`config.mk`:
```
export PLATFORM = sky130hd
export DESIGN_NAME = lsu_mem_master
export DESIGN_NICKNAME = d
export VERILOG_FILES = /design/src/rtl/lsu_mem_master.sv
export SDC_FILE = /design/constraint.sdc
export NUM_CORES = 1
export LEC_CHECK = 0
export ABC_AREA = 0
export BUFFER_PORTS_ARGS = -buffer_cell sky130_fd_sc_hd__buf_2
export CORE_UTILIZATION = 56
export DETAILED_ROUTE_END_ITERATION = 12
export GPL_TIMING_DRIVEN = 0
export PLACE_DENSITY_LB_ADDON = 0.3
export REMOVE_ABC_BUFFERS = 1
export SLEW_MARGIN = 20
export SYNTH_ARGS = -nofsm -noshare
export SYNTH_HDL_FRONTEND = slang
export SYNTH_SLANG_ARGS = --single-unit
```
`constraint.sdc`:
```
create_clock -name clk -period 11.88 [get_ports clk]
set_clock_uncertainty 0.1 [all_clocks]
set_input_delay 1.188 -clock clk [delete_from_list [all_inputs] [get_ports clk]]
set_output_delay 1.188 -clock clk [all_outputs]
set_load 0.03 [all_outputs]
```
`src/rtl/lsu_mem_master.sv`:
```
// Load/store unit front end for a single-port synchronous word memory.
// Sub-word stores use read-modify-write; loads are extracted and extended.
// Misaligned addresses and the illegal size code complete at once with an
// error and never touch memory.
module lsu_mem_master #(
  parameter int unsigned DATA_WIDTH = 32,
  parameter int unsigned ADDR_WIDTH = 32
) (
  input  logic                  clk,
  input  logic                  rst,
  input  logic                  cmd_valid,
  output logic                  cmd_ready,
  input  logic                  cmd_we,
  input  logic [1:0]            cmd_size,
  input  logic                  cmd_unsigned,
  input  logic [ADDR_WIDTH-1:0] cmd_addr,
  input  logic [DATA_WIDTH-1:0] cmd_wdata,
  output logic                  rsp_valid,
  output logic [DATA_WIDTH-1:0] rsp_rdata,
  output logic                  rsp_err,
  output logic                  mem_request,
  output logic                  mem_we,
  output logic [ADDR_WIDTH-1:0] mem_addr,
  output logic [DATA_WIDTH-1:0] mem_wdata,
  input  logic [DATA_WIDTH-1:0] mem_rdata
);

  typedef enum logic [2:0] {
    StIdle, StRdReq, StRdCap, StRmwRd, StRmwMerge, StWrReq, StResp
  } state_e;

  state_e                state_q, state_d;
  logic                  we_q;
  logic [1:0]            size_q;
  logic                  uns_q;
  logic [ADDR_WIDTH-1:0] addr_q;
  logic [DATA_WIDTH-1:0] wdata_q;
  logic [DATA_WIDTH-1:0] merge_q;

  logic                  accept;
  logic                  illegal;
  logic [7:0]            byte_sel;
  logic [15:0]           half_sel;
  logic [DATA_WIDTH-1:0] load_ext;
  logic [DATA_WIDTH-1:0] merge_word;

  assign accept  = cmd_valid && (state_q == StIdle);
  assign illegal = (cmd_size == 2'd3) ||
                   ((cmd_size == 2'd1) && cmd_addr[0]) ||
                   ((cmd_size == 2'd2) && (cmd_addr[1:0] != 2'b00));

  assign mem_addr  = {2'b00, addr_q[ADDR_WIDTH-1:2]};
  // Word stores bypass the merge register entirely.
  assign mem_wdata = (size_q == 2'd2) ? wdata_q : merge_q;

  // Next-state and per-state control outputs.
  always_comb begin
    state_d     = state_q;
    cmd_ready   = 1'b0;
    mem_request = 1'b0;
    mem_we      = 1'b0;
    rsp_valid   = 1'b0;
    unique case (state_q)
      StIdle: begin
        cmd_ready = 1'b1;
        if (cmd_valid) begin
          if (illegal)                 state_d = StResp;
          else if (!cmd_we)            state_d = StRdReq;
          else if (cmd_size == 2'd2)   state_d = StWrReq;
          else                         state_d = StRmwRd;
        end
      end
      StRdReq: begin
        mem_request = 1'b1;
        state_d     = StRdCap;
      end
      StRdCap: state_d = StResp;
      StRmwRd: begin
        mem_request = 1'b1;
        state_d     = StRmwMerge;
      end
      StRmwMerge: state_d = StWrReq;
      StWrReq: begin
        mem_request = 1'b1;
        mem_we      = 1'b1;
        state_d     = StResp;
      end
      StResp: begin
        rsp_valid = 1'b1;
        state_d   = StIdle;
      end
      default: state_d = StIdle;
    endcase
  end

  // Select the addressed byte/half of the read word and extend it.
  always_comb begin
    byte_sel = 8'h00;
    unique case (addr_q[1:0])
      2'd0: byte_sel = mem_rdata[7:0];
      2'd1: byte_sel = mem_rdata[15:8];
      2'd2: byte_sel = mem_rdata[23:16];
      2'd3: byte_sel = mem_rdata[31:24];
      default: byte_sel = 8'h00;
    endcase
    half_sel = addr_q[1] ? mem_rdata[31:16] : mem_rdata[15:0];
    unique case (size_q)
      2'd0:    load_ext = uns_q ? {24'h0, byte_sel} : {{24{byte_sel[7]}}, byte_sel};
      2'd1:    load_ext = uns_q ? {16'h0, half_sel} : {{16{half_sel[15]}}, half_sel};
      default: load_ext = mem_rdata;
    endcase
  end

  // Overlay the low store bits onto the addressed lane of the read word.
  always_comb begin
    merge_word = mem_rdata;
    if (size_q == 2'd0) begin
      unique case (addr_q[1:0])
        2'd0: merge_word[7:0]   = wdata_q[7:0];
        2'd1: merge_word[15:8]  = wdata_q[7:0];
        2'd2: merge_word[23:16] = wdata_q[7:0];
        2'd3: merge_word[31:24] = wdata_q[7:0];
        default: merge_word = mem_rdata;
      endcase
    end else if (addr_q[1]) begin
      merge_word[31:16] = wdata_q[15:0];
    end else begin
      merge_word[15:0] = wdata_q[15:0];
    end
  end

  // State register.
  always_ff @(posedge clk or posedge rst) begin
    if (rst) state_q <= StIdle;
    else     state_q <= state_d;
  end

  // Command latch, response registers and merge buffer.
  always_ff @(posedge clk or posedge rst) begin
    if (rst) begin
      we_q      <= 1'b0;
      size_q    <= 2'd0;
      uns_q     <= 1'b0;
      addr_q    <= '0;
      wdata_q   <= '0;
      merge_q   <= '0;
      rsp_rdata <= '0;
      rsp_err   <= 1'b0;
    end else begin
      if (accept) begin
        we_q      <= cmd_we;
        size_q    <= cmd_size;
        uns_q     <= cmd_unsigned;
        addr_q    <= cmd_addr;
        wdata_q   <= cmd_wdata;
        rsp_rdata <= '0;
        // Error flag is known at accept; it stays stable through RESP.
        rsp_err   <= illegal;
      end
      if (state_q == StRdCap && !we_q) rsp_rdata <= load_ext;
      if (state_q == StRmwMerge)       merge_q   <= merge_word;
    end
  end

endmodule

```
==> flow_summary.toml, run 1 <==
[yosys]
synth-seq-cells = 136
synth_warnings = 0
syn_avg_cell_area_um2 = 9.32
async_flop_share_pct = 100
synth_cell_types = 45
synth-seq-area-share_pct = 49.5
synth-edff-count = 0
syn_area_mm2 = 0.00687
synth_flop_cell = "dfrtp_1"
synthCells = 737

[setup_path]
r2r_slack_ns = 8.90
worstPathMaxFanout = 35
cp.arrival_ns = 2.58
critPathKind = "reg -> out"
startpoint_type = "register"
cp.required_ns = 10.59
end_kind = "primary output"

[cells_and_area]
fill_cells = 967
drive_above_1_share_pct = 33.8
multiInputGateArea_mm2 = 0.00303
final_area_mm2 = 0.00829
fin_nets = 985
area_growth_pct = 20.7
num_antenna_cells = 0
area.sequential_mm2 = 0.00341

[clock_network]
ctsHoldBuffers = 0
post_cts_buffers = 0
clk_latency_ns = 0.42
cts_inserted_buffers = 17
cts.path.max_buffers = 2
post_cts_resized = 0
htree_levels = 4
clock_sinks = 136
cts_tree = "built"
clkTransAtPathRegs_ns = 0.05
cts_root_buf = "clkbuf_16"

[floorplanning]
dieArea_mm2 = 0.0127
die-height_um = 113
ios = 204
coreArea_mm2 = 0.0120
die_x_um = 113
rows = 40
start_util_pct = 57.4

[timing]
slew_viol_final = 0
period_minus_slack_ns = 3.87
fin_crit_sh_pct = 32.6
finalSetupViolCount = 0
slew_headroom_pct = 26.3
tns_ns = 0
fmax_mhz = 258
rsz0062_at_grt = "false"
worst_slack_ns = 8.01
hold_violations = 0
tightest_slew_ns = 1.10

[global_routing]
grt_max_degree = 73
first_global_vias = 5981
grt_usage_pct = 31.6
grt_pass1_wl_mm = 30.7
grt_overflow = 0
antenna_found_initial = 0

[placed_design]
pre_cts_slack_ns = 8.15
io_buffers = 201
globalplace.congestion = 0.853
dp_hpwl_mm = 12.5
postPlaceCellArea_mm2 = 0.00775

[detailed_routing]
wl_per_cell_um = 18.3
num_vias = 6041
first_pass_iters = 5
drt-initial-drc-count = 436
drc = 0
vias_per_cell = 5.80
wirelength_mm = 19.1
final_antenna_net_count = 0

[outcome]
status = "finished clean"

[power]
power_density_mw_per_mm2 = 325
leakagePower_nw = 4.35
ir_drop_mv = 0.167

[worst_hold_path]
min_path_type = "reg -> reg"

[run]
maxCapViolCount = 0
[cells in the final DEF, fill, tap and decap left out, types with 2 or more instances in the layout]
master | Yosys | routed
inv_1 | 11 | 10
o21ai_0 | 62 | 62
conb_1 | 1 | 2
clkinv_2 | 0 | 8
dfrtp_1 | 136 | 134
nand2b_1 | 2 | 2
clkbuf_16 | 0 | 17
mux4_2 | 7 | 7
buf_2 | 9 | 201
nand2_1 | 255 | 253
o22ai_1 | 19 | 19
clkbuf_8 | 0 | 2
o2bb2ai_1 | 7 | 7
a21oi_1 | 3 | 3
dfrtp_2 | 0 | 2
a221o_2 | 9 | 9
a22o_1 | 8 | 8
mux2i_1 | 17 | 17
buf_12 | 0 | 2
a221o_1 | 13 | 13
a22oi_1 | 14 | 14
nor2_1 | 18 | 18
nor3_1 | 4 | 4
nor2b_1 | 12 | 11
or4b_2 | 3 | 3
mux2_2 | 35 | 35
clkbuf_1 | 33 | 2
[path summary, 6_finish.rpt]
kind                            endpoint         from  depth (start not counted)
max                        mem_wdata[12]    size_q[1]                          4
min                          wdata_q[31]  wdata_q[31]                          2
max reg2reg                  merge_q[29]    addr_q[1]                          4
min reg2reg                  wdata_q[31]  wdata_q[31]                          2
max in group asynchronous    wdata_q[12]          rst                          3
min in group asynchronous      addr_q[7]          rst                          2
[metrics by stage]
stage                     util [%]  hold WS (ns)  instances  power [mW]
after floorplan                  -         0.340        658        1.76
after global placement        63.7         0.352       1006        2.13
after detailed placement      64.8         0.357       1010        2.20
after CTS                     69.3         0.371       1041        2.69
after global routing          69.3         0.387       1041        2.86
final                         69.3         0.370       1041        2.69
[state kept, by name (all words and copies together) (netlist names)]
register,flops
addr_q,32
merge_q,32
rsp_rdata,32
wdata_q,32
state_q,3
size_q,2
rsp_err,1
uns_q,1
we_q,1
[where the power goes]
part	internal (mW)	leakage (nW)	switching [mW]
Combinational	0.468	2.37	0.858
Sequential	0.677	1.71	0.206
Clock	0.294	0.276	0.190
[metal layers]
metal  GRT usage, %  vias to the layer above  share of wire [%]
li1               -                     2784                  -
met1           40.6                     2945                 41
met2           51.8                      271                 49
met3           6.80                       41                7.4
met4           14.1                        0                2.8
met5              0                        -                  0
[critical path: stages, from the launching register on]
cell,delay [ns]
dfrtp_2,0.81
nor2b_4,0.53
buf_12,0.25
mux2_2,0.37
buf_2,0.18
[synthesized netlist by cell type, types with 11 or more instances]
cell	number	share of area [%]
o22ai_1	19	1.7
dfrtp_1	136	50
nor2b_1	12	1.1
nand2_1	255	14
clkbuf_1	33	1.8
o21ai_0	62	4.5
inv_1	11	0.60
buf_4	32	3.5
a22oi_1	14	1.5
a221o_1	13	1.9
nor2_1	18	0.98
mux2_2	35	5.7
mux2i_1	17	2.5
[logic make-up after synthesis]
group | after synthesis | share of synthesized area, %
other cells | 1 | 0.0546
buf+inv | 92 | 7.16
mux | 59 | 10.5
flops | 136 | 49.5
simple gates | 303 | 18.1
compound gates | 146 | 14.6
[cell type report]
| type | instances | share of cell area [%] |
|---|---|---|
| tap | 147 | 2.22 |
| sequential | 136 | 41.1 |
| multi-input combinational | 510 | 36.5 |
| clock inverter | 10 | 0.951 |
| clock buffer | 21 | 5.55 |
| timing repair buffer | 205 | 13.1 |
| inverter | 12 | 0.634 |
(Power assumes the default switching activity.)
==> inputs of run 2 (changes only) <==
- CORE_UTILIZATION: 56 -> 52
- clock period: 11.88 -> 3.7 ns (I/O delays scaled with it)
==> flow_summary.toml, run 2 (synthesis results as in run 1) <==
[clock_network]
post_cts_resized = 0
cts.path.max_buffers = 2
cts_root_buf = "clkbuf_16"
ctsHoldBuffers = 1
htree_levels = 4
cts_tree = "built"
clk_latency_ns = 0.42
clkTransAtPathRegs_ns = 0.05
clock_sinks = 136
post_cts_buffers = 0
cts_inserted_buffers = 17

[cells_and_area]
num_antenna_cells = 0
drive_above_1_share_pct = 33.9
final_common_cell = "nand2_1"
fill_cells = 1076
multiInputGateArea_mm2 = 0.00303
final_area_mm2 = 0.00842
final_cell_mix = "253 x nand2_1, 201 x buf_2, 134 x dfrtp_1"
area_growth_pct = 22.6
fin_nets = 989
finalNonFillerCells = 1071
postLayoutCoreUtil_pct = 65.9
area.sequential_mm2 = 0.00341

[floorplanning]
dieArea_mm2 = 0.0137
die_x_um = 117
die-height_um = 117
rows = 41
ios = 204
coreArea_mm2 = 0.0128
start_util_pct = 53.8

[power]
intPower_mw = 4.70
leakagePower_nw = 4.39
combPwrFrac_pct = 49.2
clockPowerShare_pct = 18.4
power.total_mw = 8.70
ir_drop_mv = 0.538
p_sw_share_pct = 46.0
power.switching_mw = 4.00
power_density_mw_per_mm2 = 1030
seq_power_share_pct = 32.4

[setup_path]
worstPathMaxFanout = 30
reg2reg_depth = 4
startpoint_type = "register"
cp.required_ns = 3.23
cp.arrival_ns = 2.61
cpPeakStageDelay_ns = 0.78
r2r_slack_ns = 0.64
end_kind = "primary output"
r2r-start = "addr_q[1]"
crit_slowest_cell = "dfrtp_1"
r2r_end = "merge_q[31]"
critPathKind = "reg -> out"
path_cells = "nor2b_4 -> buf_16 -> mux2_2 -> buf_2"

[outcome]
status = "finished clean"

[global_routing]
grt_usage_pct = 28.9
grt_pass1_wl_mm = 29.4
antenna_found_initial = 1
grt_overflow = 0
first_global_vias = 5656
grt_max_degree = 86

[run]
maxCapViolCount = 0

[placed_design]
pre_cts_slack_ns = 0.187
postPlaceCellArea_mm2 = 0.00784
place_inst = 1037
globalplace.congestion = 0.790
dp_hpwl_mm = 12.5
io_buffers = 201

[detailed_routing]
wirelength_mm = 18.7
num_vias = 5952
vias_per_cell = 5.56
final_antenna_net_count = 0
first_pass_iters = 5
drc = 0
wl_per_cell_um = 17.4
drt-initial-drc-count = 468

[worst_hold_path]
whs_path_depth = 3
min_to = "wdata_q[1]"
worstHoldStart = "cmd_wdata[1]"
min_path_type = "in -> reg"

[timing]
rsz0062_at_grt = "false"
worst_slack_ns = 0.625
tns_ns = 0
hold_violations = 0
whs_ns = 0.0370
finalSetupViolCount = 0
slew_viol_final = 0
period_minus_slack_ns = 3.08
fmax_mhz = 325
slew_headroom_pct = 26.8
tightest_slew_ns = 1.10
fin_crit_sh_pct = 83.1
==> run 2: how the worst max path moves through the flow <==
stage / start / end / slack [ns] / cells past startpoint
final: size_q[0] / mem_wdata[11] / 0.62 / 4
after global routing: addr_q[1] / merge_q[31] / 0.46 / 4
after CTS: addr_q[1] / merge_q[31] / 0.17 / 4
after detailed placement: addr_q[1] / merge_q[31] / 0.19 / 4
after global placement: rst / wdata_q[21] / -2.00 / 2
after floorplan: rst / addr_q[0] / -0.41 / 1
==> run 2: power by group through the flow <==
| stage | registers (mW) | logic [mW] | clock network, mW |
|---|---|---|---|
| finish | 2.82 | 4.28 | 1.60 |
| global route | 2.92 | 4.65 | 1.70 |
| CTS | 2.81 | 4.30 | 1.62 |
| detailed placement | 2.82 | 4.28 | 0 |
| global placement | 2.79 | 4.11 | 0 |
| floorplan | 3.24 | 2.42 | 0 |
==> run 2: layer usage <==
metal / routed length, um / track usage, %
met5: 12 / 0
met4: 186 / 8.52
met3: 1350 / 7.11
met2: 9080 / 48.8
met1: 8060 / 37.1
==> run 2: final cells by class <==
type                    instances  area share, %
repair buffers                209           13.8
flip-flops and latches        136           40.4
clock inverters                 8          0.832
well taps                     172           2.56
clock buffers                  24           5.84
multi-input cells             510           35.9
inverters                      12          0.624
==> run 2: worst max-delay path: cells and delay by family (launching register included) <==
kind / cells / cell delay, ns
buffers and inverters: 2 / 0.44
DFF: 1 / 0.78
muxes: 1 / 0.37
and+or+nand+nor: 1 / 0.60
